**src/rtl/cfg_readback.sv**
```systemverilog
// cfg_readback: samples the configuration word on request and streams it
// MSB-first over a valid/ready bit interface, followed by an even-parity bit.
// Optional build macro CFG_READBACK_VOTE_EN adds two redundant cfg copies,
// a bitwise majority vote at capture and a registered disagreement flag.
module cfg_readback #(
  parameter int unsigned WIDTH = 8
) (
  input  logic             clkin,
  input  logic             rst,
  input  logic [WIDTH-1:0] cfg,
`ifdef CFG_READBACK_VOTE_EN
  input  logic [WIDTH-1:0] cfg_b,
  input  logic [WIDTH-1:0] cfg_c,
  output logic             vote_err,
`endif
  input  logic             req,
  output logic             busy,
  output logic             sdo,
  output logic             sdo_valid,
  input  logic             sdo_ready,
  output logic             sdo_last,
  output logic             done
);

  localparam int unsigned CW = $clog2(WIDTH);

  typedef enum logic [1:0] {
    IDLE,
    SHIFT,
    PAR,
    DONE
  } state_t;

  state_t           state;
  state_t           state_nxt;
  logic [WIDTH-1:0] shadow;
  logic [WIDTH-1:0] cap_word;
  logic [CW-1:0]    cnt;
  logic             par;

  // Word loaded into the shadow register at capture
`ifdef CFG_READBACK_VOTE_EN
  always_comb begin
    cap_word = (cfg & cfg_b) | (cfg & cfg_c) | (cfg_b & cfg_c);
  end
`else
  always_comb begin
    cap_word = cfg;
  end
`endif

  // State register
  always_ff @(posedge clkin) begin
    if (rst) state <= IDLE;
    else     state <= state_nxt;
  end

  // Next-state decode and registered-state output decode
  always_comb begin
    state_nxt = state;
    busy      = 1'b0;
    sdo       = 1'b0;
    sdo_valid = 1'b0;
    sdo_last  = 1'b0;
    done      = 1'b0;
    unique case (state)
      IDLE: begin
        if (req) state_nxt = SHIFT;
      end
      SHIFT: begin
        busy      = 1'b1;
        sdo_valid = 1'b1;
        sdo       = shadow[cnt];
        if (sdo_ready && (cnt == '0)) state_nxt = PAR;
      end
      PAR: begin
        busy      = 1'b1;
        sdo_valid = 1'b1;
        sdo       = par;
        sdo_last  = 1'b1;
        if (sdo_ready) state_nxt = DONE;
      end
      DONE: begin
        busy      = 1'b1;
        done      = 1'b1;
        state_nxt = IDLE;
      end
      default: state_nxt = IDLE;
    endcase
  end

  // Capture on accepted request; step the bit index on each shifted bit
  always_ff @(posedge clkin) begin
    if (rst) begin
      shadow <= '0;
      cnt    <= '0;
      par    <= 1'b0;
    end else if ((state == IDLE) && req) begin
      shadow <= cap_word;
      par    <= ^cap_word;
      cnt    <= CW'(WIDTH - 1);
    end else if ((state == SHIFT) && sdo_ready && (cnt != '0)) begin
      cnt <= cnt - 1'b1;
    end
  end

`ifdef CFG_READBACK_VOTE_EN
  // Disagreement flag, refreshed at every capture
  always_ff @(posedge clkin) begin
    if (rst) begin
      vote_err <= 1'b0;
    end else if ((state == IDLE) && req) begin
      vote_err <= |((cfg ^ cfg_b) | (cfg ^ cfg_c));
    end
  end
`endif

endmodule

```
**config.mk**
```make
export PLATFORM = sky130hd
export DESIGN_NAME = cfg_readback
export DESIGN_NICKNAME = d
export VERILOG_FILES = /design/src/rtl/cfg_readback.sv
export SDC_FILE = /design/constraint.sdc
export NUM_CORES = 1
export LEC_CHECK = 0
export BUFFER_PORTS_ARGS = -buffer_cell sky130_fd_sc_hd__buf_2
export CAP_MARGIN = 0
export CORE_MARGIN = 1.5
export CORE_UTILIZATION = 30
export DETAILED_ROUTE_END_ITERATION = 10
export GPL_ROUTABILITY_DRIVEN = 0
export SKIP_LAST_GASP = 1
export SLEW_MARGIN = 20
export SYNTH_ARGS = -nofsm -noshare
export SYNTH_HDL_FRONTEND = slang
export SYNTH_SLANG_ARGS = --single-unit
```
**constraint.sdc**
```tcl
create_clock -name clkin -period 2.7 [get_ports clkin]
set_input_delay 0.27 -clock clkin [delete_from_list [all_inputs] [get_ports clkin]]
set_output_delay 0.27 -clock clkin [all_outputs]
set_load 0.05 [all_outputs]
```
# After elaboration in Yosys (flattened, before gate mapping)
# Index checks and enable logic that the tools add are counted.
totals:
  ff_bits: 14
  latchBits: 0
  romBits: 0
  word_cells: 37
  mem_bits_rw: 0
  inputBits: 12
  n_memories: 0
  out_inout_bits: 5
classes:
  n_bitwise: 0
  n_mux: 13
  n_addsub: 1
  n_mul: 0
  n_reduce_logical: 12
  order_cmp: 1
  n_shift: 0
  eq_ne: 6
  div_mod_pow: 0
op_table:
  columns: ["cell", "count"]
  rows:
  - ["$pmux 2 s4", 1]
  - ["$reduce_xor 8->1", 1]
  - ["$mux 2", 3]
  - ["$mux 3", 2]
  - ["$ne 2x2->1 const B", 3]
  - ["$mux 1", 5]
  - ["$eq 2x2->1 const B", 2]
  - ["$logic_and 1x1->1", 4]
  - ["$lt 3x4->1 const B", 1]
  - ["$bmux 1 s3", 1]
  - ["$logic_not 3->1", 1]
  - ["$reduce_and 3->1", 1]
  - ["$reduce_bool 3->1", 1]
  - ["$reduce_or 3->1", 1]
  - ["$sub 3x1->3 const B", 1]
  - ["$eq 2x1->1 const B", 1]
  - ["$logic_not 2->1", 1]
  - ["$pmux 1 s2", 1]
  - ["$reduce_bool 2->1", 1]
  - ["$reduce_or 2->1", 1]

# Logic depth before layout (Yosys ltp)
logic_depth:
  ltp_word: 5
  depth_mapped: 6
  depth_no_buf: 6

# Least setup slack after synthesis
# OpenSTA, ideal clock, no wires.
synth_timing:
  path_kind: "flip-flop to output port"
  start: "register state[0]"
  end: "output sdo"
  n_path_buf: 0
  stages_incl_launch_ff: 5
  slack_ns: -0.036
  required_ns: 2.430
  arrival_ns: 2.466
  path_cell_list: "dfxtp_1 -> inv_1 -> ha_1 -> o311ai_0 -> o31ai_1"
synth_between:
  elab_chain_cells: 2
  elab_cells_between_ends: 3
  cone_classes: "eq/ne (2); mux (1)"
synth_rtl:
  columns: ["item", "line_no", "text"]
  rows:
  - ["start: declaration", "34", "state_t state;"]
  - ["start signal: assignment", "55", "else state <= state_nxt;"]
  - ["$eq 2x2->1 / $eq 2x1->1 (equally long branches)", "66", "unique case (state)"]
  - ["$pmux 1 s2 (*)", "66", null]
  - ["end: declaration", "18", "output logic sdo,"]
# Every way passes the cells marked *; elsewhere a longest branch is shown, timed or not.

# Worst setup path after layout
layout_timing:
  start: "register cnt[2]"
  end: "output sdo"
layout_between:
  elab_chain_cells: 3
layout_rtl:
  columns: ["item", "line_no", "text"]
  rows:
  - ["start: declaration", "38", "logic [CW-1:0] cnt;"]
  - ["start signal: assignment", "101", "cnt <= CW'(WIDTH - 1);"]
  - ["start signal: assignment", "103", "cnt <= cnt - 1'b1;"]
  - ["$bmux 1 s3", "73", "sdo = shadow[cnt];"]
  - ["$mux 1 (implied by the code)", "73", null]
  - ["$pmux 1 s2", "66", null]
# Every way passes these cells. The select of a mux whose other input is x is not followed.

==> results_dict.tcl <==
set metrics [dict create \
    status "completed" \
    dpl.hpwl_microns 1240 \
    synth_area_sq_um 812 \
    path_clk_slew_ns 0.08 \
    start_kind "flip-flop" \
    grt_max_degree 15 \
    grt_pass1_wl_microns 2670 \
    drc 0 \
    synthArstFlopShare_pct 0 \
    dieWidth_microns 55.0 \
    ys_top_cells_by_area "dfxtp_1 (35%), ha_1 (11%), xnor2_1 (8.6%)" \
    nets 127 \
    end_kind "output port" \
    drive_gt1_share_pct 24.5 \
    crit_arrival_ns 1.79 \
    via_count 661 \
    path_class "flip-flop to output port" \
    worst_pin_slew_ns 0.517 \
    synth_nets 110 \
    fin_tns_setup_ns 0 \
    antenna_found_initial 0 \
    p_leak_uw 0.000399 \
    clockBufferDepth 2 \
    fillerInstances 284 \
    layoutNonFillerInstCount 136 \
    drt_first_pass_iters 3 \
    slowest_stage "dfxtp_1" \
    synth_edf_count 0 \
    critPathRequiredTime_ns 2.43 \
    dpl_cell_area_sq_um 912 \
    wl_microns 1520 \
    track_usage_pct 12.5 \
    timing.fmax_ghz 0.486 \
    postCtsResizedCells 0 \
    drtAntennaViolNets 0 \
    yosys.area.top_type "dfxtp_1" \
    dieArea_sq_um 3030 \
    timing.hold.ws_ns 0.253 \
    diodes 0 \
    period_share_pct 76.2 \
    wl_per_cell_microns 11.1 \
    grt_pass1_vias 611 \
    yosysWarnings 0 \
    h-tree-depth 1 \
    first_iter_violations 4 \
    slew_violations 0 \
    cts_tree "yes" \
    die_height_microns 55.0 \
    postCtsHoldBufs 0 \
    rows 18 \
    peakVddDrop_mv 0.640 \
    clkLatencyLatePin_ns 0.27 \
    hold_path_class "primary input to flip-flop" \
    vias_per_cell 4.86 \
    powerDensity_nw_per_um2 1020 \
    hold_violations 0 \
    synthCells 91 \
    cap_viol_max_count 0 \
    io_pins 17 \
    root_buffer "clkbuf_4" \
    cp_max_fo 7 \
    io_buffers 16 \
    clock-sinks 14 \
    setup_violations 0 \
    synth_flop_cell "dfxtp_1" \
    synth_cell_types 29 \
    core_area_sq_um 2520 \
    maxSlewHeadroom_pct 64.7 \
    crit_buf_inv 1 \
    placed_cells 133 \
    worstPathCellList "mux2_2 > o311ai_0 > o31ai_2 > buf_2" \
    cts_setup_buffers 0 \
    yosysSeqAreaShare_pct 34.5 \
    overflow 0 \
    crit_family "compound AO/OA/AOI/OAI gates" \
    synth_seq_cells 14 \
    avgSynthCellArea_sq_um 8.92 \
    slowest_delay_ns 0.45 \
    rsz0062_at_grt "no" \
    p_total_uw 955 \
    design_area_sq_um 935 \
    fin_crit_ns 2.06 \
    synth_top_cell_area_share_pct 34.5 \
    cts_buffers 3 \
    area_growth_syn_to_layout_pct 15.1 \
    finClkSkew_ns 0.000353 \
    initial_core_util_pct 32.2 \
]
synthesized netlist by cell type, types with 2 or more instances:
master and count:
a21oi_1 10, inv_1 6, ha_1 7, xnor2_1 8
nand2_1 17, clkbuf_1 3, dfxtp_1 14, nor2_1 4
a2111oi_0 2
final cells by class:
cell class | count | area [sq um] | share of cell area (%)
Multi-Input combinational cell | 67 | 492 | 52.6
Clock buffer | 3 | 22.5 | 2.41
Sequential cell | 14 | 280 | 30.0
Tap cell | 30 | 37.5 | 4.02
Timing Repair Buffer | 16 | 80.1 | 8.57
Inverter | 6 | 22.5 | 2.41
cell usage in the layout (no fill, tap or decap):
master,synthesis,layout
a21oi_2,1,1
o31ai_2,0,1
and2b_4,1,1
buf_2,0,16
a211oi_1,1,1
and2_1,1,1
a2111oi_0,2,2
nand3_1,1,1
mux2i_1,1,1
and3_4,1,1
mux2_2,1,1
nand4_1,1,1
xor2_1,1,1
a21oi_1,10,10
nand2b_1,1,1
o311ai_0,1,1
ha_1,7,7
nor3_1,1,1
clkbuf_4,0,3
nand3b_1,1,1
a221oi_2,1,1
nor2b_1,1,1
mux4_1,1,1
xnor2_1,8,8
mux2_4,1,1
nor2_1,4,4
nand2_1,17,17
dfxtp_1,14,14
inv_1,6,6
worst min-delay path, delay by kind of cell:
| family | cells | cell delay (ns) |
|---|---|---|
| compound gates | 1 | 0.05 |
| buf+inv | 1 | 0.11 |
| simple gates | 1 | 0.05 |
metrics by stage:
stage                     utilization (%)  setup WS, ns
after floorplan                         -         0.362
after detailed placement             36.2         0.944
final                                37.1         0.643
after global placement               36.2         0.995
after CTS                            37.1         0.632
after global routing                 37.1         0.470
cell families (layout without fill, tap and decap cells):
kind of cell | Yosys count | count (layout) | share of synthesized area [%]
compound gates | 17 | 17 | 14.2
xor+xnor | 9 | 9 | 9.71
fa+ha+maj | 7 | 7 | 10.8
buf+inv | 10 | 25 | 5.55
flops | 14 | 14 | 34.5
mux | 4 | 4 | 7.70
simple gates | 30 | 30 | 17.6
flip-flops by register name, indices dropped and copies added (netlist names):
name,flops
par,1
state,2
shadow,8
cnt,3
routing by layer:
| metal | vias to the layer above | GRT usage [%] | part of all wire, % |
|---|---|---|---|
| met5 | - | 0 | 0 |
| met4 | 0 | 6.10 | 1.2 |
| met3 | 4 | 2.69 | 5.1 |
| met2 | 16 | 19.6 | 45 |
| met1 | 299 | 16.1 | 49 |
| li1 | 342 | - | - |
path summary, 6_finish.rpt:
kind | start | end | slack (ns) | depth (start not counted)
max reg2reg | state[0] | state[1] | 1.20 | 6
min | cfg[3] | shadow[3] | 0.25 | 3
min reg2reg | shadow[6] | shadow[6] | 0.46 | 2
max | cnt[2] | sdo | 0.64 | 4
power breakdown:
group,total (uW),switching (uW),leakage [uW],internal (uW)
logic,533,341,0.000270,192
registers,309,46.4,0.000115,263
clock network,113,61.0,0.0000138,51.6
total,955,448,0.000399,507
(Power assumes the default switching activity.)
